--- config.mk ---
export PLATFORM = sky130hd
export DESIGN_NAME = lfsr32_decode
export DESIGN_NICKNAME = d
export VERILOG_FILES = /design/src/rtl/lfsr32_pkg.sv /design/src/rtl/lfsr32_decode.sv
export SDC_FILE = /design/constraint.sdc
export NUM_CORES = 1
export LEC_CHECK = 0
export CORE_UTILIZATION = 40
export CTS_CLUSTER_SIZE = 24
export DETAILED_ROUTE_END_ITERATION = 12
export SETUP_SLACK_MARGIN = 0.3
export SYNTH_ARGS = -nofsm -noshare
export SYNTH_HDL_FRONTEND = slang
export SYNTH_SLANG_ARGS = --single-unit
--- constraint.sdc ---
create_clock -name clk -period 4.4 [get_ports clk]
set_input_delay 0.66 -clock clk [delete_from_list [all_inputs] [get_ports clk]]
set_output_delay 0.66 -clock clk [all_outputs]
set_load 0.02 [all_outputs]
--- src/rtl/lfsr32_pkg.sv ---
// Shared definitions for the 32-bit Galois LFSR event counter and its decoder.
package lfsr32_pkg;

  localparam int unsigned LFSR_W = 32;

  localparam logic [LFSR_W-1:0] SEED0 = 32'h0000_0001;
  localparam logic [LFSR_W-1:0] SEED1 = 32'hA300_0000;

  // Taps 32,30,26,25 (1-based) as feedback mask for the right-shifting Galois form
  localparam logic [LFSR_W-1:0] TAP_MASK = 32'hA300_0000;

  function automatic logic [LFSR_W-1:0] lfsr_step(input logic [LFSR_W-1:0] s);
    return (s >> 1) ^ ({LFSR_W{s[0]}} & TAP_MASK);
  endfunction

endpackage

--- src/rtl/lfsr32_decode.sv ---
// Decodes a final Galois LFSR state back into a binary event count by
// replaying the sequence from SEED0 until it matches or MAX_STEPS is hit.
module lfsr32_decode
  import lfsr32_pkg::*;
#(
  parameter logic [LFSR_W-1:0] MAX_STEPS = 32'd100_000_000
) (
  input  logic              clk,
  input  logic              rst,
  input  logic [LFSR_W-1:0] lfsr_state,
  input  logic              lfsr_ready,
  output logic [LFSR_W-1:0] count,
  output logic              valid,
  output logic              overflow,
  output logic              busy,
  output logic              missed
);

  typedef enum logic {
    IDLE   = 1'b0,
    SEARCH = 1'b1
  } state_t;

  state_t            r_state;
  state_t            w_state_nxt;
  logic [LFSR_W-1:0] r_target;
  logic [LFSR_W-1:0] r_ref;
  logic [LFSR_W-1:0] r_k;
  logic [LFSR_W-1:0] r_count;
  logic              r_overflow;
  logic              r_valid;
  logic              r_missed;

  logic [LFSR_W-1:0] w_target;
  logic [LFSR_W-1:0] w_ref;
  logic [LFSR_W-1:0] w_k;
  logic [LFSR_W-1:0] w_count;
  logic              w_overflow;
  logic              w_valid;
  logic              w_missed;

  always_ff @(posedge clk or posedge rst) begin
    if (rst) begin
      r_state    <= IDLE;
      r_target   <= '0;
      r_ref      <= SEED0;
      r_k        <= '0;
      r_count    <= '0;
      r_overflow <= 1'b0;
      r_valid    <= 1'b0;
      r_missed   <= 1'b0;
    end else begin
      r_state    <= w_state_nxt;
      r_target   <= w_target;
      r_ref      <= w_ref;
      r_k        <= w_k;
      r_count    <= w_count;
      r_overflow <= w_overflow;
      r_valid    <= w_valid;
      r_missed   <= w_missed;
    end
  end

  // Match is checked before the limit, so k stops at MAX_STEPS and never wraps
  always_comb begin
    w_state_nxt = r_state;
    w_target    = r_target;
    w_ref       = r_ref;
    w_k         = r_k;
    w_count     = r_count;
    w_overflow  = r_overflow;
    w_valid     = 1'b0;
    w_missed    = 1'b0;
    case (r_state)
      IDLE: begin
        if (lfsr_ready) begin
          w_target    = lfsr_state;
          w_ref       = SEED0;
          w_k         = '0;
          w_state_nxt = SEARCH;
        end
      end
      SEARCH: begin
        w_missed = lfsr_ready;
        if (r_ref == r_target) begin
          w_count     = r_k;
          w_overflow  = 1'b0;
          w_valid     = 1'b1;
          w_state_nxt = IDLE;
        end else if (r_k == MAX_STEPS) begin
          w_count     = MAX_STEPS;
          w_overflow  = 1'b1;
          w_valid     = 1'b1;
          w_state_nxt = IDLE;
        end else begin
          w_ref = lfsr_step(r_ref);
          w_k   = r_k + LFSR_W'(1);
        end
      end
      default: w_state_nxt = IDLE;
    endcase
  end

  assign count    = r_count;
  assign valid    = r_valid;
  assign overflow = r_overflow;
  assign busy     = (r_state == SEARCH);
  assign missed   = r_missed;

endmodule

# Word level (Yosys, flattened, before mapping)
# Index checks and enable logic that the tools add are counted.
[word_totals]
out_inout_bits = 36
register_bits = 132
elab_cells = 40
inputBits = 35
[op_classes]
n_bitwise = 2
eq_ne = 5
n_mux = 20
add_sub_neg = 1
reduce_logical = 4
[ops]
columns = ["operator", "n"]
rows = [
  ["$mux 32", 8],
  ["$pmux 32 s2", 2],
  ["$add 32x1->32 const B", 1],
  ["$eq 32x27->1 const B", 1],
  ["$eq 32x32->1", 1],
  ["$xor 31x32->32", 1],
  ["$mux 1", 9],
  ["$ne 2x2->1 const B", 3],
  ["$reduce_and 2->1", 2],
  ["$reduce_and 3->1", 1],
  ["$pmux 1 s2", 1],
  ["$reduce_bool 2->1", 1],
  ["$not 1->1", 1],
]

# Longest topological paths before layout
[depth]
depth_word = 4
mapped_depth = 9
mapped_depth_nobuf = 8

# Worst setup path before layout
# No wires, ideal clock.
[synth_path]
path_kind = "flip-flop to flip-flop"
startpoint = "reg r_ref[0]"
endpoint = "reg r_k[8]"
stages_incl_launch_ff = 9
period_less_slack_ps = 2080
setup_slack_ps = 2320
arrival_ps = 1956
required_time_ps = 4276
path_cell_list = "dfstp_2 -> buf_6 -> xnor2_1 -> nand4_1 -> nor4_4 -> a21oi_2 -> buf_6 -> nor4b_1 -> a211o_1"
[synth_between]
elab_chain_cells = 3
[synth_lines]
columns = ["element", "line", "source"]
rows = [
  ["from (decl)", "lfsr32_decode.sv:27", "logic [LFSR_W-1:0] r_ref;"],
  ["from (signal assigned)", "lfsr32_decode.sv:55", "r_ref <= w_ref;"],
  ["$eq 32x32->1", "lfsr32_decode.sv:85", "if (r_ref == r_target) begin"],
  ["$ne 2x2->1 (no source line)", "--", ""],
  ["$reduce_and 3->1 (no source line)", "--", ""],
  ["to (signal assigned)", "lfsr32_decode.sv:56", "r_k <= w_k;"],
  ["to (decl)", "lfsr32_decode.sv:28", "logic [LFSR_W-1:0] r_k;"],
]
# Every way passes these cells.
# A chain may end at the register's enable or synchronous reset.

# Final worst setup path
[layout_path]
startpoint = "reg r_state (netlist: busy)"
endpoint = "out busy"
[layout_lines]
columns = ["element", "line", "source"]
rows = [
  ["from (decl)", "lfsr32_decode.sv:24", "state_t r_state;"],
  ["from (signal assigned)", "lfsr32_decode.sv:53", "r_state <= w_state_nxt;"],
  ["to (decl)", "lfsr32_decode.sv:15", "output logic busy,"],
]
# No word-level cell between the ends.

==> impl_results.md <==
- Pin count of the biggest net entering global routing: 96
- Initial antenna violation count: 0
- Fillers: 1434
- Setup TNS after final layout: 0 ns
- Syn Inst Count: 648
- # hold bufs at CTS: 0
- Critical path peak fanout: 57
- Most common cell after layout, fill and taps aside: dfrtp_1
- Fraction of registers with async set/reset: 100%
- Worst rel slew slack: 22.1%
- Gp weighted congestion: 0.833
- H-tree lvl count: 4
- Via count: 5033
- Number of vias per cell: 5.44
- DRT antenna net count: 0
- Total Routing Usage GR: 19.4%
- Syn Area/Cell: 9.99 um2
- CP peak stage delay: 1.02 ns
- CP Capture Type: output port
- Arrival time worst endpoint: 2.21 ns
- Max frequency: 348 MHz
- Starting Density: 40.9%
- Worst-Margin Slew: 1.17 ns
- Clk sinks: 132
- Num CTS Buffers: 17
- Net count, final: 733
- DIE AREA: 16700 um2
- Port buffer count: 70
- Clock root cell: clkbuf_16
- Mapped Area: 6470 um2
- Post-route DRC violation count: 0
- HP Class: reg -> reg
- Die height: 129 um
- Global-route wire length before repair: 25.3 mm
- Data required, critical path: 3.74 ns
- Unrepaired setup endpoints after global routing: false
- Most common flop cell mapped by yosys: dfrtp_1
- Maxcap violations: 0
- Drt wl/cell: 16.2 um
- R2r setup slk: 1.54 ns
- Critical path, cell by cell: clkdlybuf4s50_1
- Crit-path slowest cell: dfrtp_2
- Final wirelength: 15.0 mm
- Final setup fails: 0
- Final period utilization: 65.2%
- Vias in the first global route: 5004
- Total global routing overflow: 0
- Pleak: 3.45 nW
- Post-cts sizing count: 0
- Tot Pwr: 4.36 mW
- Die X-Extent: 129 um
- WHS Path Cells: 2
- Setup CP Type: reg -> out
- Layout area overhead: 23.2%
- Setup bufs post-CTS: 0
- EDFF count, synth: 0
- Fin. Hold Viols: 0
- Cell row count: 46
- Core utilization of the finished layout: 50.4%
- Hold_sp: count[30]$_DFFE_PP0P_
- Worst path bufs/invs: 1
- Hold Path Sink: count[30]$_DFFE_PP0P_
- Post-synth cell types: 55
- Yosys reg bits: 132
- Seq/Total Area, Yosys: 51.1%
- R2R depth: 6
- Clk buf depth: 2
- Skew-Pair Late Insertion Delay: 0.42 ns
- Commonest cells after routing, fill and taps aside: dfrtp_1 (130), nand3_1 (70), clkdlybuf4s50_1 (70), nand2_1 (65), o21ai_1 (41)
- HPWL after DPL: 9.77 mm
- Share of cells above drive strength 1: 12.3%
- Minimum clock period: 2.87 ns
- CTS tree: done
- Pins Over Slew Limit: 0
- Pre-CTS WS: 1.64 ns
- Antenna cells: 0
- Clock-pin slew on the worst setup and hold paths: 0.06 ns
- Drt pass-1 iters: 4
- Core area: 15800 um2
- FF-to-FF End: r_k[21]$_DFFE_PP0P_
- IO Pins: 71
- Ys Warns: 0
- Syn Nets: 685
- Peak VDD IR: 0.306 mV
- Clock skew: 0.0101 ns
- Worst R2R Start: r_k[7]$_DFFE_PP0P_
- Worst Slack Setup Final: 1.53 ns
- First DRT Iteration DRCs: 359
- P per Cell Area: 547 nW/um2
- CP top delay family: flip-flops
- Status: finished, final reports clean
- Startpoint Class: register
[layer usage]
metal  global-route usage (%)  share of wire [%]
met5                        0                  0
met3                     4.62                4.1
met2                     31.1                 48
met1                     25.6                 46
met4                     7.20                1.5
[Yosys cell counts (all sizes together), types with 2 or more instances]
library cell  instances  share of area, %
and3                 11               1.1
and2                  7              0.68
mux2i                 4              0.62
nor3                  4              0.39
a21oi                 9              0.87
a211oi                2              0.23
nor3b                 3              0.35
o311ai                2              0.27
nand3                71               5.5
and4                  9               1.2
a211o                 9               1.2
and4b                 2              0.31
xnor2                32               4.3
mux2                 33               5.7
o21ai                56               4.3
a31o                  4              0.54
a311o                 2              0.31
xor2                  3              0.41
a41o                  4              0.62
nor2                 20               1.2
nand4                22               2.1
nor4                  8               1.2
a31oi                19               1.8
a41oi                 2              0.27
ha                    2              0.39
a311oi                2              0.27
nand2                66               3.8
buf                  29               2.6
inv                  36               2.1
nor4b                 7              0.95
o211ai                3              0.35
a21o                  2              0.23
dfrtp               131                51
clkbuf               20               1.2
[flip-flops by register name (all words and copies together), names as in the netlist]
signal	flops
r_target	32
overflow	1
r_ref	32
busy	1
valid	1
r_k	32
count	32
missed	1
[layout make-up]
class                      count  area, um2  area share, %
tap                          216        270           3.39
inverter                      37        143           1.79
sequential                   132       3310           41.5
clock inverter                 9        198           2.48
clock buffer                  23        478           6.00
multi-input combinational    430       2790           35.0
timing repair buffer          78        786           9.86
[stage by stage]
step	cells	hold WS (ns)	cell area, um2
4_1_cts	925	0.501	7970
3_5_place_dp	893	0.489	7290
3_3_place_gp	893	0.482	7290
5_1_grt	925	0.534	7970
2_1_floorplan	648	0.475	6470
6_report	925	0.494	7970
[power breakdown]
group          total, mW  switching, mW  internal, mW
sequential          1.87          0.349          1.52
clock               1.61          0.509          1.11
combinational      0.875          0.407         0.469
total               4.36           1.27          3.10
[how the worst max path moves through the flow]
stage | startpoint | slack (ns) | depth (start not counted) | end
6_report | busy$_DFF_PP0_ | 1.53 | 1 | busy
5_1_grt | r_k[7]$_DFFE_PP0P_ | 1.31 | 6 | r_k[19]$_DFFE_PP0P_
4_1_cts | busy$_DFF_PP0_ | 1.51 | 1 | busy
3_5_place_dp | r_k[7]$_DFFE_PP0P_ | 1.64 | 6 | r_k[17]$_DFFE_PP0P_
3_3_place_gp | r_k[8]$_DFFE_PP0P_ | 1.71 | 6 | r_k[19]$_DFFE_PP0P_
2_1_floorplan | rst | 2.10 | 1 | busy$_DFF_PP0_
[cell families after synthesis]
family / count (synthesis) / share of synthesized area (%)
AO/OA/AOI/OAI: 121 / 12.0
XOR/XNOR: 35 / 4.74
adder cells (fa/ha/maj): 2 / 0.387
buffers and inverters: 86 / 6.03
flip-flops: 132 / 51.1
multiplexers: 37 / 6.36
AND/OR/NAND/NOR: 235 / 19.4
(Power assumes the default switching activity.)
